==> config.mk <==
export PLATFORM = sky130hd
export DESIGN_NAME = i2s_tx_sequencer
export DESIGN_NICKNAME = d
export VERILOG_FILES = /design/src/rtl/i2s_tx_sequencer.sv
export SDC_FILE = /design/constraint.sdc
export NUM_CORES = 1
export LEC_CHECK = 0
export ABC_AREA = 1
export BUFFER_PORTS_ARGS = -buffer_cell sky130_fd_sc_hd__buf_2
export CORE_MARGIN = 2
export CORE_UTILIZATION = 62
export CTS_BUF_LIST = sky130_fd_sc_hd__clkbuf_4 sky130_fd_sc_hd__clkbuf_8 sky130_fd_sc_hd__clkbuf_16
export DETAILED_ROUTE_END_ITERATION = 8
export HOLD_SLACK_MARGIN = 0.02
export PLACE_DENSITY = 0.84
export SETUP_SLACK_MARGIN = 0.2
export SYNTH_ARGS = -nofsm -noshare
export SYNTH_HDL_FRONTEND = slang
export SYNTH_SLANG_ARGS = --single-unit
export TNS_END_PERCENT = 30
==> constraint.sdc <==
create_clock -name clock -period 5.2 [get_ports clock]
set_clock_uncertainty 0.15 [all_clocks]
set_input_delay 0 -clock clock [delete_from_list [all_inputs] [get_ports clock]]
set_output_delay 0 -clock clock [all_outputs]
set_load 0.01 [all_outputs]
==> src/rtl/i2s_tx_sequencer.sv <==
// Master-mode I2S transmitter: divides the system clock into ck/lr and shifts out 16-bit L/R pairs.
// Build option: define I2S_TX_UNDERRUN_MUTE_EN to send silence on underrun instead of repeating the last pair.
module i2s_tx_sequencer #(
  parameter int CKDIV = 8,
  parameter int SLOT  = 32
) (
  input  logic        clock,
  input  logic        reset,
  input  logic        enable,
  input  logic        in_valid,
  output logic        in_ready,
  input  logic [15:0] in_left,
  input  logic [15:0] in_right,
  output logic        ck,
  output logic        lr,
  output logic        d,
  output logic        busy,
  output logic        underrun,
  output logic [1:0]  state_dbg
);
  localparam int FRAME = 2 * SLOT;
  localparam int BW    = $clog2(FRAME);
  localparam int DW    = (CKDIV > 1) ? $clog2(CKDIV) : 1;
  localparam logic [BW-1:0] LAST_BIT = BW'(FRAME - 1);
  localparam logic [BW-1:0] SLOT_B   = BW'(SLOT);
  localparam logic [BW-1:0] POS_MSB  = BW'(1);
  localparam logic [BW-1:0] POS_LSB  = BW'(16);
  localparam logic [DW-1:0] DIV_TC   = DW'(CKDIV - 1);

  typedef enum logic [1:0] {
    IDLE  = 2'd0,
    RUN   = 2'd1,
    DRAIN = 2'd2
  } state_t;

  state_t        state_q;
  logic [DW-1:0] div_q;
  logic [BW-1:0] bit_q;
  logic          hold_full;
  logic [15:0]   hold_l, hold_r;
  logic [15:0]   last_l, last_r;
  logic [15:0]   sh_l, sh_r;

  logic          div_tc, wrap, accept, bit_d;
  logic [BW-1:0] b_next, pos;
  logic [15:0]   chan;

  // Handshake: a pair transfers on a rising clock edge where in_valid && in_ready;
  // in_ready is simply "holding register empty", independent of in_valid.
  assign in_ready  = !hold_full;
  assign busy      = (state_q != IDLE);
  assign state_dbg = state_q;
  assign accept    = in_valid && !hold_full;

  always_comb begin
    div_tc = (div_q == DIV_TC);
    wrap   = (bit_q == LAST_BIT);
    b_next = wrap ? '0 : bit_q + 1'b1;
    pos    = (b_next >= SLOT_B) ? b_next - SLOT_B : b_next;
    chan   = (b_next < SLOT_B) ? sh_l : sh_r;
    bit_d  = 1'b0;
    // Slot position 0 is the one-bit delay after the lr edge; 1..16 carry MSB..LSB.
    if (pos >= POS_MSB && pos <= POS_LSB) bit_d = chan[4'(5'd16 - pos[4:0])];
  end

  always_ff @(posedge clock or posedge reset) begin
    if (reset) begin
      state_q   <= IDLE;
      div_q     <= '0;
      bit_q     <= LAST_BIT;
      hold_full <= 1'b0;
      hold_l    <= '0;
      hold_r    <= '0;
      last_l    <= '0;
      last_r    <= '0;
      sh_l      <= '0;
      sh_r      <= '0;
      ck        <= 1'b0;
      lr        <= 1'b1;
      d         <= 1'b0;
      underrun  <= 1'b0;
    end else begin
      underrun <= 1'b0;
      if (accept) begin
        hold_full <= 1'b1;
        hold_l    <= in_left;
        hold_r    <= in_right;
      end
      case (state_q)
        IDLE: begin
          if (enable) begin
            state_q <= RUN;
            div_q   <= '0;
            bit_q   <= LAST_BIT;
            ck      <= 1'b0;
          end
        end
        default: begin
          if (state_q == RUN && !enable) state_q <= DRAIN;
          else if (state_q == DRAIN && enable) state_q <= RUN;
          div_q <= div_tc ? '0 : div_q + 1'b1;
          if (div_tc) begin
            if (!ck) begin
              ck <= 1'b1;
            end else if (wrap && !enable) begin
              // Frame finished with no run request: park the bus, no new load.
              state_q <= IDLE;
              ck      <= 1'b0;
              lr      <= 1'b1;
              d       <= 1'b0;
            end else begin
              ck    <= 1'b0;
              bit_q <= b_next;
              lr    <= (b_next >= SLOT_B);
              d     <= bit_d;
              if (wrap) begin
                if (hold_full) begin
                  sh_l      <= hold_l;
                  sh_r      <= hold_r;
                  last_l    <= hold_l;
                  last_r    <= hold_r;
                  hold_full <= 1'b0;
                end else begin
                  underrun <= 1'b1;
`ifdef I2S_TX_UNDERRUN_MUTE_EN
                  sh_l   <= '0;
                  sh_r   <= '0;
                  last_l <= '0;
                  last_r <= '0;
`else
                  sh_l <= last_l;
                  sh_r <= last_r;
`endif
                end
              end
            end
          end
        end
      endcase
    end
  end
endmodule

# Word-level counts from Yosys, hierarchy flattened
# Index checks and enable logic that the tools add are counted.
word_totals:
  in_bits: 36
  rom_bits: 0
  ram_bits: 0
  latch_bits: 0
  register_bits: 80
  word_cells: 85
  memories: 0
op_classes:
  n_eq_ne: 6
  n_bitwise: 2
  n_shift: 0
  n_div: 0
  addsub: 4
  magnitude_cmp: 5
  muxes: 41
  mul: 0
  n_reduce_logical: 15
ops:
  columns: ["op", "n"]
  rows:
  - ["$mux 6", 7]
  - ["$mux 16", 2]
  - ["$mux 1", 21]
  - ["$mux 2", 7]
  - ["$mux 3", 3]
  - ["$add 6x1->6 const B", 1]
  - ["$eq 6x6->1 const B", 1]
  - ["$ge 6x1->1 const B", 1]
  - ["$ge 6x6->1 const B", 1]
  - ["$le 6x5->1 const B", 1]
  - ["$lt 6x6->1 const B", 1]
  - ["$reduce_and 6->1", 1]
  - ["$reduce_bool 2->1", 3]
  - ["$sub 6x6->6 const B", 1]
  - ["$logic_and 1x1->1", 5]
  - ["$lt 4x5->1 const B", 1]
  - ["$bmux 1 s4", 1]
  - ["$reduce_and 4->1", 1]
  - ["$sub 1x4->4 const A", 1]
  - ["$add 3x1->3 const B", 1]
  - ["$eq 3x3->1 const B", 1]
  - ["$reduce_and 3->1", 1]
  - ["$eq 2x1->1 const B", 1]
  - ["$eq 2x2->1 const B", 1]
  - ["other kinds (6)", 8]

# Longest topological paths before layout
logic_depth:
  ltp_word: 9
  mapped_depth: 14

# Least setup slack after synthesis
# Ideal clock, no wire load.
synth_timing:
  path_type: "flip-flop to flip-flop"
  startpoint: "register bit_q[0]"
  endpoint: "register d"
  arrival_ns: 1.736
  synth_period_minus_slack_ns: 2.003
  path_stages_with_launch: 14
  n_path_buf: 0
  slack_ns: 3.197
  cell_sequence: "dfstp_2 ha_1 nand2_2 nor2_4 nor2_2 inv_2 nor2_1 or2_1 inv_1 nand2_1 nand2_1 nand3_1 nand3_1 nand2_1"
synth_between:
  elab_chain_cells: 9
synth_lines:
  columns: ["item", "line_no", "source"]
  rows:
  - ["from (decl)", "38", "logic [BW-1:0] bit_q;"]
  - ["from (signal assigned)", "113", "bit_q <= b_next;"]
  - ["$add 6x1->6 or $eq 6x6->1 (tied branches)", "58, 57", null]
  - ["$mux 6", "58", "b_next = wrap ? '0 : bit_q + 1'b1;"]
  - ["$sub 6x6->6 or $ge 6x6->1 (tied branches)", "59", "pos = (b_next >= SLOT_B) ? b_next - SLOT_B : b_next;"]
  - ["$mux 6", "59", null]
  - ["$sub 1x4->4", "63", "if (pos >= POS_MSB && pos <= POS_LSB) bit_d = chan[4'(5'd16 - pos[4:0])];"]
  - ["$bmux 1 s4", "63", null]
  - ["$mux 1 (not written as such)", "63", null]
  - ["$mux 1", "63", null]
  - ["$mux 1 *", "105", "end else if (wrap && !enable) begin"]
  - ["to (signal assigned)", "115", "d <= bit_d;"]
  - ["to (decl)", "16", "output logic d,"]
# Mark *: on every way between the ends. The rest lies on a longest branch, timed or not. The select of a mux whose other input is x is not followed.
# A chain may end at the register's enable or synchronous reset.

# Worst setup path after layout
layout_timing:
  startpoint: "register bit_q[0]"
  endpoint: "register sh_l[5]"
layout_between:
  elab_chain_cells: 4
layout_lines:
  columns: ["item", "line_no", "source"]
  rows:
  - ["$eq 6x6->1 *", "57", "wrap = (bit_q == LAST_BIT);"]
  - ["$logic_and 1x1->1", "105", null]
  - ["$not 1->1 (no line)", null, null]
  - ["$reduce_and 6->1 (no line) *", null, null]
  - ["to (signal assigned)", "118", "sh_l <= hold_l;"]
  - ["to (signal assigned)", "131", "sh_l <= last_l;"]
  - ["to (decl)", "42", "logic [15:0] sh_l, sh_r;"]
# Mark *: on every way between the ends. The rest lies on a longest branch, timed or not.

==> results.md <==
Global routing:
- The number of global-route vias before repair is between 3000 and 4000.
- For this run, the total global-route usage over all layers was measured as 0.271.
- The met2 capacity usage during global routing is 0.456.
- For this run, global-route usage on met3 was measured as 0.0663.
- The total congestion overflow is 0.
- The first-pass GRT wire length is 13.2 mm.
- The initial antenna violation count was 0.
- Entering global routing, the biggest net connects 81 pins.
- The highest-utilization routing layer at the global route stage is met2.
- The met1 usage is 0.334.

Clocking:
- The tree is rooted in a sky130_fd_sc_hd__clkbuf_8.
- Clock-pin slew was measured on the worst setup and hold paths at 0.08 ns.
- The deepest clock path buffer count is 2.
- The number of cells upsized or downsized after cts is 0.
- The H-tree was split into 3 levels.
- The clock sink total is 80.
- The number of clock buffers inserted by TritonCTS is 9.
- The later-pin clock latency in the skew report is 0.36 ns.
- The TritonCTS clock tree is yes.

Setup path:
- The slowest stage of the critical path belongs to the cell sky130_fd_sc_hd__nand3_2.
- The data arrival time of the critical path is 2.95 ns.
- The critical path's largest stage delay is 0.76 ns.
- The endpoint required time on the critical path is about 5.2 ns.
- The type of origin of the critical path is a flop.
- The setup path with the least slack is of type reg -> reg.
- The highest fanout seen on the critical path is 65.
- The type of destination of the critical path is a flop.
- Walking the worst path, the cells encountered are ha_1 > nand2_2 > nor2_4 > inv_1 > nor2_1 > nand3_2 > nand2_1 > o21ai_0.

Hold path:
- In this run the worst hold path is classified as in -> reg.

STA:
- The total count of hold-check failures in the final report is 0.
- Setup repair after global routing left no endpoint under its margin.
- The slew at the pin closest to its max-slew limit is 1.07 ns.
- The final count of pins violating max slew is 0.
- The time the final worst path needs with I/O delays and setup is approximately 3 ns.
- The relative slew slack is 0.286.
- The final critical-path share of the clock period is 0.562.
- In the final timing run, aggregate negative setup slack is 0 ns.
- Timing would allow up to 342 MHz.
- The final number of setup-violating endpoints is 0.

Place:
- The number of placed instances with taps included is about 530.
- Routability-driven placement finished with a final weighted congestion of ~0.91.
- The wire-length estimate of the detail-placed layout is 4.72 mm.
- The quantity of I/O buffers inserted on ports is 43.

Layout:
- After the flow finishes, the layout carries non-filler instances totaling 585.
- The fraction of layout instances using a drive strength above 1 is 0.168.
- The final layout contains 548 nets.
- The number of antenna diodes in the final layout is 0.
- From synthesis to final layout, the design area changed by 22.6%.

Synth:
- The total standard cell area after synthesis is 3620 um2.
- The cell with the most instances after synthesis is sky130_fd_sc_hd__nand2_1.
- The commonest cells after synthesis are sky130_fd_sc_hd__nand2_1, sky130_fd_sc_hd__dfrtp_1, sky130_fd_sc_hd__inv_1, sky130_fd_sc_hd__nor2_1, sky130_fd_sc_hd__a21oi_1.
- The synthesized net count is roughly 470.
- The count of flip-flops with a built-in enable after synthesis is 0.
- In the post-synthesis netlist, the biggest area contributors are sky130_fd_sc_hd__dfrtp_1, sky130_fd_sc_hd__nand2_1, sky130_fd_sc_hd__inv_1.
- The number of instances in the synthesized netlist is roughly 430.
- A synthesized cell averages 8.37 um2.
- The share of synthesized registers carrying an async set or reset is 1.00.
- Yosys printed 0 warnings.
- Among all flip-flop cells after synthesis, the most frequent one is sky130_fd_sc_hd__dfrtp_1.
- For this run, the register share of the synthesized area comes to 0.555.
- After synthesis, the netlist uses 29 different library cells.
- The cell taking the most area after synthesis is sky130_fd_sc_hd__dfrtp_1.
- Of the post-synthesis cell area, the dominant cell type holds 0.504.
- The synthesized design contains 80 register bits.

Power:
- The share of total power dissipated in combinational logic is 0.061.
- Internal power comes to ~970 uW.
- The static leakage is ~2.3 nW.
- In this run the power density over the cells is 278 nW/um2.
- Across the VDD grid, the largest voltage drop is between 0.2 and 0.25 mV.
- Of the total power, the clock network draws 0.413.
- The proportion of power drawn by flip-flops and latches is 0.526.
- Of the total power, the share spent switching nets is 0.215.
- The switching power total is roughly 270 uW.

Drt:
- The final route contains 3085 vias.
- The first-pass detailed-route iteration total is 5.
- Dividing the detail-routed wire length by the instance count gives between 10 and 15 um.
- The violation count after the first detailed-routing iteration is 306.
- For this run, design rule violations remaining after detail routing come to 0.
- Dividing the detail-routed via count by the number of cells gives 5.27.
- The count of nets left with antenna violations once routing finished came out at 0.
- The overall routed net length is approximately 8.0 mm.

Floorplanning:
- The die covers 6470 um2.
- The initial cell density of the core is 0.650.
- The die extent in y is 80.5 um.
- The placeable core region is 5570 um2.
- The die width is 80.5 um.
- The number of primary I/O pins is 44.
- The cell row count is 27.

Job:
- Across the run, the number of max-cap violations was 0.

Outcome:
- The flow ran to the end, and the final reports show no timing, DRC or antenna violations.
routing by layer:
metal / wire length (um) / part of all wire
met5: 0 / 0
met1: 3360 / 0.42
met2: 4000 / 0.50
met4: 217 / 0.027
met3: 386 / 0.048
sequential cells by signal, summed over array words and instances, names as in the netlist:
| signal | count |
|---|---|
| sh_r | 16 |
| sh_l | 16 |
| d | 1 |
| div_q | 3 |
| state_dbg | 2 |
| bit_q | 6 |
| hold_l | 16 |
| hold_r | 16 |
| hold_full | 1 |
| underrun | 1 |
| lr | 1 |
| ck | 1 |
through the flow:
stage               hold slack (ns)  power (mW)  worst slack, ns  instance area [um2]  utilization
detailed placement           0.0933       0.714             2.36                 3870        0.694
global route                  0.284        1.28             2.03                 4440        0.797
global placement             0.0840       0.711             2.54                 3870        0.694
CTS                           0.259        1.24             2.31                 4440        0.797
floorplan                   -0.0246       0.689             3.01                 3620            -
finish                        0.264        1.23             2.28                 4440        0.797
final timing paths:
path | from | endpoint | slack (ns) | depth (start not counted)
worst max-delay path | bit_q[0] | sh_l[5] | 2.28 | 8
worst min-delay path | in_right[7] | hold_r[7] | 0.26 | 3
worst max register to register | bit_q[0] | sh_l[5] | 2.28 | 8
worst min register to register | sh_l[14] | sh_l[14] | 0.34 | 2
max in group asynchronous | reset | sh_l[5] | 3.95 | 4
min in group asynchronous | reset | hold_full | 0.35 | 4
power by group through the flow:
stage | clock network, mW | logic (mW) | registers (mW)
2_1_floorplan | 0 | 0.0298 | 0.660
3_3_place_gp | 0 | 0.0502 | 0.660
3_5_place_dp | 0 | 0.0529 | 0.661
4_1_cts | 0.515 | 0.0736 | 0.649
5_1_grt | 0.540 | 0.0848 | 0.652
6_report | 0.510 | 0.0749 | 0.649
cell type report:
type                            count  area (um2)
Clock inverter                      5        80.1
Fill cell                         361        1130
Sequential cell                    80        2010
Tap cell                           72        90.1
Clock buffer                       11         145
Inverter                           59         221
Timing Repair Buffer               79         573
Multi-Input combinational cell    279        1320
critical path: cells and delay by family (launching register included):
family	cells	cell delay, ns
adder cells (fa/ha/maj)	1	0.19
AND/OR/NAND/NOR	5	1.54
flip-flops	1	0.57
AO/OA/AOI/OAI	1	0.16
buffers and inverters	1	0.10
timing repair:
item / CTS / global route
endpoints found under the hold margin: 112 / 0
buffers inserted: 0 / 0
hold buffers: 35 / 0
setup endpoints to repair: 0 / 0
placed cells by master (no fill, tap or decap), drive strengths merged, types with 2 or more instances in the layout:
master,count
nand2,94
dfrtp,73
nor2,66
inv,59
buf,44
a21oi,39
dlygate4sd3,35
o21ai,35
nand3,28
clkbuf,11
dfstp,7
a22oi,4
ha,4
bufinv,2
clkinvlp,2
cells by family after synthesis:
| group | share of synthesized area |
|---|---|
| DFF | 0.555 |
| adders and majority gates | 0.0138 |
| buffers and inverters | 0.0822 |
| muxes | 0.00311 |
| AOI/OAI and AO/OA | 0.119 |
| xor gates and xnor gates | 0.00483 |
| and+or+nand+nor | 0.222 |
No activity file was read; power rests on OpenSTA's default activity.
